## src/rtl/sliding_window_sequence_generator_pkg.sv

```systemverilog
// Shared pattern definitions and FSM state type for the sliding-window sequence
// generator and its matching detector.
package sws_pkg;

    typedef enum logic [1:0] {
        IDLE = 2'd0,
        HDR  = 2'd1,
        REP  = 2'd2,
        TAIL = 2'd3
    } state_t;

    localparam logic [3:0] HDR_PATTERN = 4'b1110;
    localparam int         HDR_LEN     = 4;
    localparam logic [1:0] REP_PATTERN = 2'b01;
    localparam logic       TAIL_BIT    = 1'b1;

endpackage

```

## src/rtl/sliding_window_sequence_generator_if.sv

```systemverilog
// Frame request / serial output bundle of the sequence generator.
// err_inj exists only when SWSG_ERR_INJ_EN is defined.
interface sliding_window_sequence_generator_if #(
    parameter int REP_W = 4
);
    import sws_pkg::*;

    // start is sampled on every posedge but only takes effect while busy=0 or
    // in the tail cycle (done=1); otherwise it is dropped, never queued.
    // rep_cnt/err_inj are captured on the accepting edge; done pulses with the tail bit.
    logic             start;
    logic [REP_W-1:0] rep_cnt;
`ifdef SWSG_ERR_INJ_EN
    logic             err_inj;
`endif
    logic             out;
    logic             valid;
    logic             busy;
    logic             done;
    state_t           dbg_state;

    modport master (
        output start,
        output rep_cnt,
`ifdef SWSG_ERR_INJ_EN
        output err_inj,
`endif
        input  out,
        input  valid,
        input  busy,
        input  done,
        input  dbg_state
    );

    modport slave (
        input  start,
        input  rep_cnt,
`ifdef SWSG_ERR_INJ_EN
        input  err_inj,
`endif
        output out,
        output valid,
        output busy,
        output done,
        output dbg_state
    );

endinterface

```

## src/rtl/sliding_window_sequence_generator.sv

```systemverilog
// Bit-serial frame generator: header 1110, N x "01", tail 1 (tail 0 when
// SWSG_ERR_INJ_EN is defined and err_inj was latched high).
module sliding_window_sequence_generator
    import sws_pkg::*;
#(
    parameter int REP_W = 4
) (
    input logic clk,
    input logic rst_n,
    sliding_window_sequence_generator_if.slave bus
);

    localparam logic [1:0]       HDR_LAST = 2'(HDR_LEN - 1);
    localparam logic [REP_W-1:0] CNT_ONE  = {{(REP_W-1){1'b0}}, 1'b1};

    state_t           state_q, state_n;
    logic [1:0]       idx_q, idx_n;
    logic             phase_q, phase_n;
    logic [REP_W-1:0] cnt_q, cnt_n;
    logic [REP_W-1:0] n_q, n_n;
    logic             err_q, err_n;
    logic             accept;
    logic             out_q, out_n;
    logic             active_q, active_n;
    logic             done_q, done_n;

    always_ff @(posedge clk or negedge rst_n) begin
        if (!rst_n) begin
            state_q  <= IDLE;
            idx_q    <= '0;
            phase_q  <= 1'b0;
            cnt_q    <= '0;
            n_q      <= '0;
            err_q    <= 1'b0;
            out_q    <= 1'b0;
            active_q <= 1'b0;
            done_q   <= 1'b0;
        end else begin
            state_q  <= state_n;
            idx_q    <= idx_n;
            phase_q  <= phase_n;
            cnt_q    <= cnt_n;
            n_q      <= n_n;
            err_q    <= err_n;
            out_q    <= out_n;
            active_q <= active_n;
            done_q   <= done_n;
        end
    end

    always_comb begin
        state_n = state_q;
        idx_n   = idx_q;
        phase_n = phase_q;
        cnt_n   = cnt_q;
        n_n     = n_q;
        err_n   = err_q;
        accept  = 1'b0;

        unique case (state_q)
            IDLE: accept = bus.start;
            HDR: begin
                if (idx_q == HDR_LAST) begin
                    state_n = REP;
                    cnt_n   = n_q;
                    phase_n = 1'b0;
                end else begin
                    idx_n = idx_q + 2'd1;
                end
            end
            REP: begin
                // The repetition counter only moves on the '1' half of each pair.
                if (!phase_q) begin
                    phase_n = 1'b1;
                end else begin
                    phase_n = 1'b0;
                    cnt_n   = cnt_q - CNT_ONE;
                    if (cnt_q == CNT_ONE) state_n = TAIL;
                end
            end
            TAIL: begin
                state_n = IDLE;
                accept  = bus.start;
            end
            default: state_n = IDLE;
        endcase

        if (accept) begin
            state_n = HDR;
            idx_n   = 2'd0;
            n_n     = (bus.rep_cnt == '0) ? CNT_ONE : bus.rep_cnt;
`ifdef SWSG_ERR_INJ_EN
            err_n   = bus.err_inj;
`else
            err_n   = 1'b0;
`endif
        end

        // Outputs are decoded from the next state so they leave a flop directly.
        active_n = (state_n != IDLE);
        done_n   = (state_n == TAIL);
        unique case (state_n)
            HDR:     out_n = HDR_PATTERN[~idx_n];
            REP:     out_n = REP_PATTERN[~phase_n];
            TAIL:    out_n = TAIL_BIT ^ err_n;
            default: out_n = 1'b0;
        endcase
    end

    assign bus.out       = out_q;
    assign bus.valid     = active_q;
    assign bus.busy      = active_q;
    assign bus.done      = done_q;
    assign bus.dbg_state = state_q;

endmodule

```

## src/flat_wrapper.sv

```systemverilog
// flat-port wrapper written by rule: the top's interface ports become plain ports
module sliding_window_sequence_generator_flat import sws_pkg::*;
#(
    parameter int REP_W = 4
)
  (clk, rst_n, bus_start, bus_rep_cnt, bus_out, bus_valid, bus_busy, bus_done, bus_dbg_state);
  sliding_window_sequence_generator_if #(.REP_W(REP_W)) bus_i ();
  input logic clk;
  input logic rst_n;
  input wire logic [$bits(bus_i.start)-1:0] bus_start;
  input wire logic [$bits(bus_i.rep_cnt)-1:0] bus_rep_cnt;
  output wire logic [$bits(bus_i.out)-1:0] bus_out;
  output wire logic [$bits(bus_i.valid)-1:0] bus_valid;
  output wire logic [$bits(bus_i.busy)-1:0] bus_busy;
  output wire logic [$bits(bus_i.done)-1:0] bus_done;
  output wire logic [$bits(bus_i.dbg_state)-1:0] bus_dbg_state;
  assign bus_i.start = bus_start;
  assign bus_i.rep_cnt = bus_rep_cnt;
  assign bus_out = bus_i.out;
  assign bus_valid = bus_i.valid;
  assign bus_busy = bus_i.busy;
  assign bus_done = bus_i.done;
  assign bus_dbg_state = bus_i.dbg_state;
  sliding_window_sequence_generator #(.REP_W(REP_W)) u_core (.clk(clk), .rst_n(rst_n), .bus(bus_i));
endmodule
```

## config.mk

```make
export PLATFORM = sky130hd
export DESIGN_NAME = sliding_window_sequence_generator_flat
export DESIGN_NICKNAME = d
export VERILOG_FILES = /design/src/rtl/sliding_window_sequence_generator_pkg.sv /design/src/rtl/sliding_window_sequence_generator_if.sv /design/src/rtl/sliding_window_sequence_generator.sv /design/src/flat_wrapper.sv
export SDC_FILE = /design/constraint.sdc
export NUM_CORES = 1
export LEC_CHECK = 0
export CORE_ASPECT_RATIO = 0.8
export CORE_MARGIN = 1.5
export CORE_UTILIZATION = 45
export DETAILED_ROUTE_END_ITERATION = 12
export PLACE_DENSITY = 0.68
export SLEW_MARGIN = 0
export SYNTH_ARGS = -nofsm -noshare
export SYNTH_HDL_FRONTEND = slang
export SYNTH_SLANG_ARGS = --single-unit
export TNS_END_PERCENT = 1
```

## constraint.sdc

```tcl
create_clock -name clk -period 1.9 [get_ports clk]
set_clock_uncertainty 0.05 [all_clocks]
set_input_delay 0.57 -clock clk [delete_from_list [all_inputs] [get_ports clk]]
set_output_delay 0.57 -clock clk [all_outputs]
set_load 0.05 [all_outputs]
```

After elaboration in Yosys (flattened, before gate mapping)
Index checks and enable logic that the tools add are counted.
Widths: inputs -> output; s select.
{"block": "word_totals", "inputBits": 7, "output_inout_bits": 6, "elab_cells": 54, "regBits": 17}
{"block": "op_classes", "reduce_logical": 6, "order_cmp": 2, "n_bitwise": 3, "mux": 22, "eq_ne": 10, "addsub": 2}
{"operator": "$mux 2", "n": 7}
{"operator": "$mux 4", "n": 3}
{"operator": "$eq 2x2->1 const B", "n": 5}
{"operator": "$pmux 4 s2", "n": 1}
{"operator": "$mux 1", "n": 7}
{"operator": "$pmux 2 s3", "n": 1}
{"operator": "$eq 2x1->1 const B", "n": 2}
{"operator": "$eq 4x1->1 const B", "n": 1}
{"operator": "$logic_not 4->1", "n": 1}
{"operator": "$ne 2x1->1 const B", "n": 2}
{"operator": "$reduce_bool 2->1", "n": 2}
{"operator": "$sub 4x1->4 const B", "n": 1}
{"operator": "$lt 2x3->1 const B", "n": 1}
{"operator": "$pmux 1 s3", "n": 1}
{"operator": "$reduce_and 3->1", "n": 1}
{"operator": "$add 2x1->2 const B", "n": 1}
{"operator": "$bmux 1 s2", "n": 1}
{"operator": "$logic_not 2->1", "n": 1}
{"operator": "$lt 1x2->1 const B", "n": 1}
{"operator": "$not 1->1", "n": 2}
{"operator": "$not 2->2", "n": 1}
{"operator": "$pmux 1 s2", "n": 1}
{"operator": "$reduce_or 2->1", "n": 1}

Longest topological paths before layout
Gate-level depths: netlist (run 1).
{"block": "logic_depth", "ltp_word": 8, "depth_mapped": 7}

Worst setup path before layout (run 1)
OpenSTA, ideal clock, no wires.
{"block": "synth_timing", "path_type": "flip-flop to flip-flop", "start": "reg u_core.state_q[0], in the netlist u_core.bus.dbg_state[0]", "end": "reg u_core.out_q, in the netlist u_core.bus.out", "required_time_ps": 1754, "path_slack_ps": -196, "setup_ps": 96, "arrival_ps": 1951, "path_stages_with_launch": 7, "path_buffers": 0, "synth_period_minus_slack_ps": 2096, "cell_sequence": "dfrtp_1 > inv_1 > ha_1 > nand2b_1 > and2_1 > and3_1 > o32ai_2"}
{"item": "from (decl)", "line": "sliding_window_sequence_generator.sv:16", "text": "state_t state_q, state_n;"}
{"item": "from (signal assigned)", "line": "sliding_window_sequence_generator.sv:39", "text": "state_q <= state_n;"}
{"item": "$eq 2x2->1 or $logic_not 2->1 (tied branches)", "line": "sliding_window_sequence_generator.sv:60", "text": "unique case (state_q)"}
{"item": "$reduce_or 2->1 (no source line) (*)"}
{"item": "$mux 1 (*)", "line": "sliding_window_sequence_generator.sv:60"}
{"item": "$mux 1 (*)", "line": "sliding_window_sequence_generator.sv:88", "text": "if (accept) begin"}
{"item": "via u_core.err_n", "line": "sliding_window_sequence_generator.sv:21", "text": "logic err_q, err_n;"}
{"item": "$not 1->1 (no source line) (*)"}
{"item": "$pmux 1 s3 (*)", "line": "sliding_window_sequence_generator.sv:102", "text": "unique case (state_n)"}
{"item": "via u_core.out_n", "line": "sliding_window_sequence_generator.sv:23", "text": "logic out_q, out_n;"}
{"item": "to (signal assigned)", "line": "sliding_window_sequence_generator.sv:45", "text": "out_q <= out_n;"}
{"item": "to (decl)", "line": "sliding_window_sequence_generator.sv:23"}
Mark *: on every way through the listed nets, which the timed path passes. The rest lies on a longest branch. The select of a mux whose other input is x is not followed.
A chain may end at the register's enable or synchronous reset.

Worst setup path after layout (run 1)
{"block": "layout_timing", "start": "reg u_core.state_q[1], in the netlist u_core.bus.dbg_state[1]", "end": "reg u_core.out_q, in the netlist u_core.bus.out"}
{"block": "layout_between", "elab_chain_cells": 8}
{"item": "$eq 2x2->1 or $logic_not 2->1 (tied branches)", "line": "sliding_window_sequence_generator.sv:60"}
{"item": "$reduce_or 2->1 (no source line)"}
{"item": "$mux 1", "line": "sliding_window_sequence_generator.sv:60"}
{"item": "$mux 2", "line": "sliding_window_sequence_generator.sv:88"}
{"item": "$not 2->2", "line": "sliding_window_sequence_generator.sv:103", "text": "HDR: out_n = HDR_PATTERN[~idx_n];"}
{"item": "$bmux 1 s2", "line": "sliding_window_sequence_generator.sv:103"}
{"item": "$mux 1 (implied by the code)", "line": "sliding_window_sequence_generator.sv:103"}
{"item": "$pmux 1 s3 (*)", "line": "sliding_window_sequence_generator.sv:102"}
{"item": "via u_core.out_n", "line": "sliding_window_sequence_generator.sv:23"}
Marked as above.

==> results.cfg, run 1 <==
[routing]
drtIter0Drc = 10
postRouteWirelength_mm = 1.70
ant_nets = 0
num_vias = 692
wl_per_cell_um = 12.6
avgViaCountPerCell = 5.13
drt_pass1_iterations = 4
drc = 0

[global_routing]
grt_overflow = 0
grt_pass1_wl_mm = 3.01
grt_pass1_vias = 685
track_usage_pct = 18.5
grt_antenna_before_repair = 0
grt_max_degree = 18

[floorplanning]
fp-row-count = 14
die_x_um = 52.5
dieArea_um2 = 2230
core_area_um2 = 1860
ioPinCount = 13
die_y_um = 42.6
start_util_pct = 47.4

[placement]
dp_hpwl_mm = 1.34
place.gp.congestion = 0.813
port_buffers = 12
place_ws_ns = -0.0236

[worst_hold_path]
hp-start = u_core.err_q$_DFF_PN0_
hp-class = reg2reg
hold-path-cell-count = 1

[cts]
ctsResizeCount = 0
path_clk_slew_ns = 0.10
cts_made_buffers = 3
cts_tree = yes
cts_root_buffer = clkbuf_4
insertion_delay_ns = 0.29
h-tree-depth = 1
cts.sinks = 17
clk_path_buf_depth = 2
cts_hold_buf = 0
cts_setup_buffers = 0

[logic_synthesis]
ys_types = 29
ys_seq_area_share_pct = 48.3
syn-num-nets = 105
yosysWarnings = 0
syn-cell-area_um2 = 881
synth_seq_cells = 17
synth_area_per_cell_um2 = 9.57
synthCells = 92

[power_and_ir_drop]
sequentialPowerShare_pct = 33.6
switching_share_pct = 44.9
power_density_nw_per_um2 = 1780
p_clk_share_pct = 10.0
ir_drop_v = 0.000818
power_leakage_nw = 0.537
pwr-share-comb_pct = 56.4
power.internal_w = 0.00108
p_switching_w = 0.000878

[setup_path]
required_ns = 2.06
crit_type = reg2reg
crit_start = u_core.bus.dbg_state[1]$_DFF_PN0_
endpoint_kind = flip-flop
crit_cells = 6
worst-path-buf-inv = 1
crit_fanout = 5
crit_chain = inv_1 -> ha_1 -> a21bo_1 -> a21o_1 -> and3b_4 -> o32ai_2
arrival_ns = 1.96
ff2ff_path_depth = 6
rrSetupSlack_ns = 0.1
crit_slowest_cell = dfrtp_2
rr_startpoint = u_core.bus.dbg_state[1]$_DFF_PN0_
start_kind = flip-flop
worst_path_largest_cell_delay_ns = 0.41
crit_family = compound AO/OA/AOI/OAI gates

[final_layout]
nets = 125
n_antenna_cell = 0
syn_to_final_growth_pct = 25.1
fin_util_pct = 59.4
layout_common_cells = dfrtp_1 (15), nand2_1 (14), inv_1 (9), buf_4 (9), a21oi_1 (7)
drive_above_1_share_pct = 18.0
fill_cells = 173
final_common_cell = dfrtp_1

[timing]
fin_hold_ws_ns = 0.446
max_slew.worst_pin.slew_ns = 0.280
finalMaxSlewViolations = 0
rsz0062_at_grt = no
fin_crit_sh_pct = 94.9
max_freq_mhz = 555
period_needed_ns = 1.80
setup_viol = 0
hold_viol_final = 0
setup_ws_ns = 0.0977
slew_headroom_pct = 81.3

[run]
max_cap_viol_count = 0

[status]
outcome = finished, final reports clean
state kept, by name (all words and copies together), names as in the netlist:
signal / count
u_core.bus.busy: 1
u_core.bus.dbg_state: 2
u_core.bus.done: 1
u_core.bus.out: 1
u_core.cnt_q: 4
u_core.err_q: 1
u_core.idx_q: 2
u_core.n_q: 4
u_core.phase_q: 1
stage by stage:
step | std cells | total power (W) | cell area [µm²] | setup TNS, ns
after floorplan | 92 | 0.00142 | 883 | 0
after CTS | 135 | 0.00196 | 1090 | 0
after global placement | 131 | 0.00173 | 1070 | 0
after global routing | 135 | 0.00212 | 1100 | 0
final | 135 | 0.00196 | 1100 | 0
after detailed placement | 131 | 0.00176 | 1070 | -0.0236
cells in the mapped netlist:
master / count / area (µm²)
and3b_4: 1 / 12.5
nor2_1: 6 / 22.5
buf_4: 1 / 7.51
nand4b_1: 1 / 8.76
dfrtp_1: 17 / 425
nand2_1: 14 / 52.6
o21bai_1: 1 / 7.51
nand3_1: 1 / 5.00
mux2i_1: 1 / 10.0
a21oi_1: 7 / 35.0
o31ai_1: 1 / 7.51
a21bo_1: 1 / 10.0
nand2b_1: 2 / 12.5
a211oi_1: 1 / 7.51
or3_1: 1 / 6.26
a21o_1: 1 / 7.51
and3_1: 1 / 6.26
ha_1: 6 / 75.1
a31oi_1: 3 / 18.8
nor3b_1: 1 / 7.51
nor3_1: 1 / 5.00
o21ai_0: 4 / 20.0
buf_2: 1 / 5.00
nand4_1: 1 / 6.26
nor2b_1: 2 / 12.5
and2_1: 1 / 6.26
o22a_1: 3 / 26.3
o32ai_2: 1 / 16.3
inv_1: 10 / 37.5
power by group through the flow:
stage	logic [W]	registers (W)	clock network, W
2_1_floorplan	0.000638	0.000787	0
3_3_place_gp	0.00107	0.000656	0
3_5_place_dp	0.00109	0.000666	0
4_1_cts	0.00109	0.000658	0.000203
5_1_grt	0.00122	0.000682	0.000215
6_report	0.00110	0.000658	0.000196
routing by layer:
layer	part of all wire, %	GRT usage, %
met4	0	4.10
met3	3.9	7.14
met1	48	24.4
met5	0	0
met2	48	28.7
cell type report:
type                    count  area [µm²]  area share (%)
multi-input cells          63         413            37.5
well taps                  24        30.0            2.72
repair buffers             17         168            15.2
inverters                  10        37.5            3.41
clock buffers               4        26.3            2.38
flip-flops and latches     17         428            38.8
kinds of logic (layout without fill, tap and decap cells):
group                    count (synthesis)  after routing  synth area share, %
multiplexers                             1              1                 1.14
AND/OR/NAND/NOR                         33             33                 18.6
flip-flops                              17             17                 48.3
buffers and inverters                   12             31                 5.68
AO/OA/AOI/OAI                           23             23                 17.8
adder cells (fa/ha/maj)                  6              6                 8.52
final timing paths:
kind / to
min in group asynchronous: u_core.n_q[1]$_DFFE_PN0P_
hold / removal: u_core.err_q$_DFF_PN0_
setup reg to reg: u_core.bus.out$_DFF_PN0_
hold reg to reg: u_core.err_q$_DFF_PN0_
max in group asynchronous: u_core.bus.dbg_state[0]$_DFF_PN0_
setup / recovery: u_core.bus.out$_DFF_PN0_
(Power assumes the default switching activity.)
==> inputs of run 2 (changes only) <==
--- a/config.mk
+++ b/config.mk
@@ -5,6 +5,7 @@
 export SDC_FILE = /design/constraint.sdc
 export NUM_CORES = 1
 export LEC_CHECK = 0
+export CAP_MARGIN = 30
 export CORE_ASPECT_RATIO = 0.8
 export CORE_MARGIN = 1.5
 export CORE_UTILIZATION = 45
==> results of run 2 <==
Same layout as run 1: the final DEF is identical, and so are final timing and power.
==> patch 1: new RTL, flow settings as in run 1 <==
`REP_W` is set to 4 in 3 places; all go to 5.
--- a/src/rtl/sliding_window_sequence_generator_if.sv
+++ b/src/rtl/sliding_window_sequence_generator_if.sv
@@ -3,3 +3,3 @@
 interface sliding_window_sequence_generator_if #(
-    parameter int REP_W = 4
+    parameter int REP_W = 5
 );
--- a/src/rtl/sliding_window_sequence_generator.sv
+++ b/src/rtl/sliding_window_sequence_generator.sv
@@ -5,3 +5,3 @@
 #(
-    parameter int REP_W = 4
+    parameter int REP_W = 5
 ) (
--- a/src/flat_wrapper.sv
+++ b/src/flat_wrapper.sv
@@ -3,3 +3,3 @@
 #(
-    parameter int REP_W = 4
+    parameter int REP_W = 5
 )
Interface: changed (resized bus_rep_cnt); port bits go from 13 to 14. The function was not compared with the original's and may differ.
==> patch 1 against run 1 <==
- setup slack lost 0.041 ns
- total power grew 29%
- synthesized area grew 9.9%
- wire length grew 19%
- sequential cell count grew 2
- via count grew 15%
- non-clock buffer count grew 3
- clock power grew 9.7%
- design area grew 12%
- critical path type unchanged
- largest power group unchanged
- highest routed layer is now met4
==> patch 1: results (changes against run 1) <==
The most critical setup path has its startpoint at u_core.bus.dbg_state[1]. Routability congestion estimate: 0.819 (+0.76%). The detailed-placement wirelength estimate is 1590 um (+19%), and the net count of the mapped netlist is 115 (+9.5%). Count of buffers from port buffering: 13 (+1). The power of the sequential group was 0.767 mW (+17%).

The final-layout non-clock buffer area share works out to 15.6% (+0.41 points). The total chip power came out at 2.53 mW (+29%). The transition time of the tightest slew-check pin was 0.413 ns (+0.133 ns). The post-CTS clock slew at the launch and capture registers of the worst setup and hold paths is 0.12 ns (+0.02 ns).

The share of cells above drive strength 1 is 21.5% (+3.5 points), and the number of cells on the worst hold path is 2 (+1). The vias per cell was 5.50 (+7.2%). The cell count after synthesis is 101 (+9.8%). The tools report the area taken by flip-flops and latches as 478 um^2 (+12%). Routed length per instance: 13.9 um (+10%). The flow ran to the end, and the final reports show no timing, DRC or antenna violations. For the number of clock-tree buffers in the layout, the log shows 3 (-1).

Ranked by instance count, the synthesized netlist is headed by sky130_fd_sc_hd__dfrtp_1 (19), sky130_fd_sc_hd__nand2_1 (17), sky130_fd_sc_hd__inv_1 (9), sky130_fd_sc_hd__a21oi_1 (7), sky130_fd_sc_hd__nor2_1 (7). The number of non-clock buffers in the layout is 20 (+3), and the number of placed cells counting well taps is 140 (+6.9%). In the final layout, the registers with the most flip-flops are u_core.cnt_q: 5 flops, u_core.n_q: 5 flops.

The number of distinct library cells after synthesis was 30 (+3.4%). The tools report the worst min-delay path endpoint as u_core.n_q[3]. The via count of the first global-routing pass was 724 (+5.7%). The first-pass GRT wire length was 3170 um (+5.5%); the number of fillers in the final layout was 180 (+4.0%). The worst supply voltage drop on vdd was 1390 uV (+70%).

The worst-case hold slack is 0.445 ns (-0.00100 ns). The critical register-to-register path endpoint was u_core.bus.out. The synthesis-stage register bit count came out at 19 (+2).

The number of buffers on the longest clock path is 2 (unchanged), and the multi-input combinational cell count is 69 (+9.5%). The run gives 49.1% (+0.80 points) as the sequential fraction of the synthesis area. For the leakage dissipation, the log shows 0.566 nW (+5.4%). The startpoint identified for the worst hold timing path is u_core.n_q[3].

The count of synthesis-stage warnings from yosys is 0 (unchanged), and the net switching fraction of the power is 46.4% (+1.5 points). The pin count of the biggest net entering global routing was 20 (+2); the fraction of registers with async set or reset after synthesis was 100% (unchanged). Combined area of the multi-input logic cells: 469 um^2 (+14%). The combinational group share of total power was 61.2% (+4.8 points).

The clock-cell share of area works out to 2.43% (+0.050 points). The total routing resource utilization after global routing was 18.8% (+0.29 points); the non-clock inverter count in the final layout was 9 (-1). The highest cell delay on the worst timing path was 0.47 ns (+0.06 ns). The slack of the worst reg-to-reg path was 0.06 ns (-0.04 ns). The run gives 13 (+3) as the number of violations reported at the end of detailed-routing iteration 0. Arrival time at the worst endpoint: 2.00 ns (+0.04 ns). After synthesis, the cell types taking the most area are sky130_fd_sc_hd__dfrtp_1 (49%), sky130_fd_sc_hd__ha_1 (7.8%), sky130_fd_sc_hd__nand2_1 (6.6%), sky130_fd_sc_hd__a21oi_1 (3.6%), sky130_fd_sc_hd__o22a_1 (3.6%).
patch 1: logic make-up after synthesis:
kind of cell,after synthesis,share of synthesized area (%)
and+or+nand+nor,35,16.9
AOI/OAI and AO/OA,26,18.6
DFF,19,49.1
buffers and inverters,13,5.56
adders and majority gates,6,7.75
muxes,2,2.07
patch 1: repair_timing:
item / CTS / global route
endpoints found under the setup margin: 0 / 1
resized for setup: 0 / 3
buffers inserted: 0 / 1
patch 1: through the flow:
step / utilization [%] / instance area (um^2) / TNS [ns] / setup WS (ns)
after floorplan: - / 983 / 0 / 0.0350
after global placement: 60.1 / 1180 / 0 / 0.0458
after detailed placement: 60.1 / 1180 / -0.0247 / -0.0247
after CTS: 61.6 / 1210 / 0 / 0.00985
after global routing: 62.9 / 1230 / 0 / 0.00758
final: 62.9 / 1230 / 0 / 0.0568
patch 1: per-layer routing:
metal	track usage, %	part of all wire, %	vias to the layer above
li1	-	-	388
met1	24.9	48	388
met2	28.3	47	19
met3	7.77	4.5	2
met4	5.00	0.65	0
met5	0	0	-
==> patch 2: new RTL, flow settings as in run 1 <==
Made on the original files. Make the reset (`rst_n`) synchronous in one clocked block.
--- a/src/rtl/sliding_window_sequence_generator.sv
+++ b/src/rtl/sliding_window_sequence_generator.sv
@@ -26,3 +26,3 @@
 
-    always_ff @(posedge clk or negedge rst_n) begin
+    always_ff @(posedge clk) begin
         if (!rst_n) begin
Formal check against the unedited RTL: differs if rst_n is asserted again (counterexample within 4 cycles, from zero or initial values and one cycle with rst_n low); with rst_n held inactive, the same outputs for 10 cycles.
==> patch 2 against run 1 <==
- wire length up 0.12%
- synthesized area up 2.6%
- design area down 4.1%
- critical path type unchanged
- critical path depth up 1
- synthesized cell count up 14%
- setup slack better by 0.10 ns
- sequential cell count unchanged
Power is not compared: it rests on default switching activity, and its combinational part moved more than twofold at a synthesized area within 25%.
==> patch 2: results (changes against run 1) <==
The flow ran to the end, and the final reports show no timing, DRC or antenna violations. The total number of nets in the final design is 133 (+6.4%). By area the synthesized netlist is led by sky130_fd_sc_hd__dfxtp_1 (38%), sky130_fd_sc_hd__ha_1 (8.3%), sky130_fd_sc_hd__a21oi_1 (6.1%), sky130_fd_sc_hd__nand2_1 (5.0%), sky130_fd_sc_hd__nor2_1 (3.7%). The non-clock inverter count in the final layout was 5 (-5). Combined area of the multi-input logic cells: 519 um^2 (+26%).

The vias per cell is 5.36 (+4.6%). The cell at the slowest stage of the critical path was sky130_fd_sc_hd__dfxtp_2. The number of non-clock buffers in the layout works out to 14 (-3). The compound-cell area share of the yosys netlist was 19.1% (+1.4 points); the total met2 wirelength after detailed routing was 642 um (-21%). The fraction of registers with async set or reset after synthesis works out to 0% (-100 points). The overall via count from detail_route is 767 (+11%), and the wire length on met3 is 102 um (+52%). Routed length per instance: 11.9 um (-5.5%). For the number of fillers in the final layout, the log shows 187 (+8.1%). In this run the top signal layer used is met4. The total routing resource utilization after global routing is 17.8% (-0.67 points). The share of cells above drive strength 1 is 19.3% (+1.3 points), and the final-layout non-clock buffer area share is 11.4% (-3.8 points). The start of the worst register-to-register path is u_core.bus.dbg_state[1]. For the arrival time at the worst endpoint, the log shows 1.86 ns (-0.10 ns). The pin count of the biggest net entering global routing is 12 (-6), and the area taken by flip-flops and latches is 343 um^2 (-20%). The tools report the number of violations reported at the end of detailed-routing iteration 0 as 16 (+6).

The portion of netlist area occupied by mux cells was 2.22% (+1.1 points). The cell count after synthesis was 105 (+14%); the length of routed wiring on met1 was 922 um (+13%). Sorting the synthesized cells by how often they occur yields sky130_fd_sc_hd__dfxtp_1 (17), sky130_fd_sc_hd__nand2_1 (12), sky130_fd_sc_hd__a21oi_1 (11), sky130_fd_sc_hd__nor2_1 (9), sky130_fd_sc_hd__ha_1 (6). The tools report the routability congestion estimate as 0.835 (+2.8%).

The clock-cell share of area is 2.49% (+0.10 points). The run gives 0.20 ns (+0.10 ns) as the slack of the worst reg-to-reg path. The worst hold path terminates at u_core.n_q[2]. The fraction of met3 tracks used by global routing was 2.46% (-4.7 points). For the worst-case hold slack, the log shows 0.413 ns (-0.0330 ns).

The depth of the most critical reg-to-reg path was 7 (+1); the highest cell delay on the worst timing path was 0.37 ns (-0.04 ns). The run gives 0.202 ns (+0.104 ns) as the setup slack of the critical path after layout. The tools report the endpoint of the most critical setup path as u_core.bus.out.
==> patch 2: cell types whose count changed after synthesis, moves of 4 or more <==
cell,delta
sky130_fd_sc_hd__inv_1,-5
sky130_fd_sc_hd__a21oi_1,+4
sky130_fd_sc_hd__dfxtp_1,+17
sky130_fd_sc_hd__nor3_1,+4
sky130_fd_sc_hd__dfrtp_1,-17
==> patch 2: power by group through the flow <==
stage	clock network (mW)	registers, mW	logic [mW]
2_1_floorplan	0	0.410	0.0860
3_3_place_gp	0	0.394	0.141
3_5_place_dp	0	0.394	0.141
4_1_cts	0.193	0.386	0.142
5_1_grt	0.221	0.388	0.157
6_report	0.189	0.386	0.143
==> patch 2: per-stage QoR <==
step | utilization [%] | area [um^2] | total power [mW]
final | 55.9 | 1060 | 0.717
after global routing | 55.9 | 1060 | 0.766
after CTS | 55.8 | 1050 | 0.721
after detailed placement | 54.4 | 1030 | 0.535
after global placement | 54.4 | 1030 | 0.534
after floorplan | - | 906 | 0.496
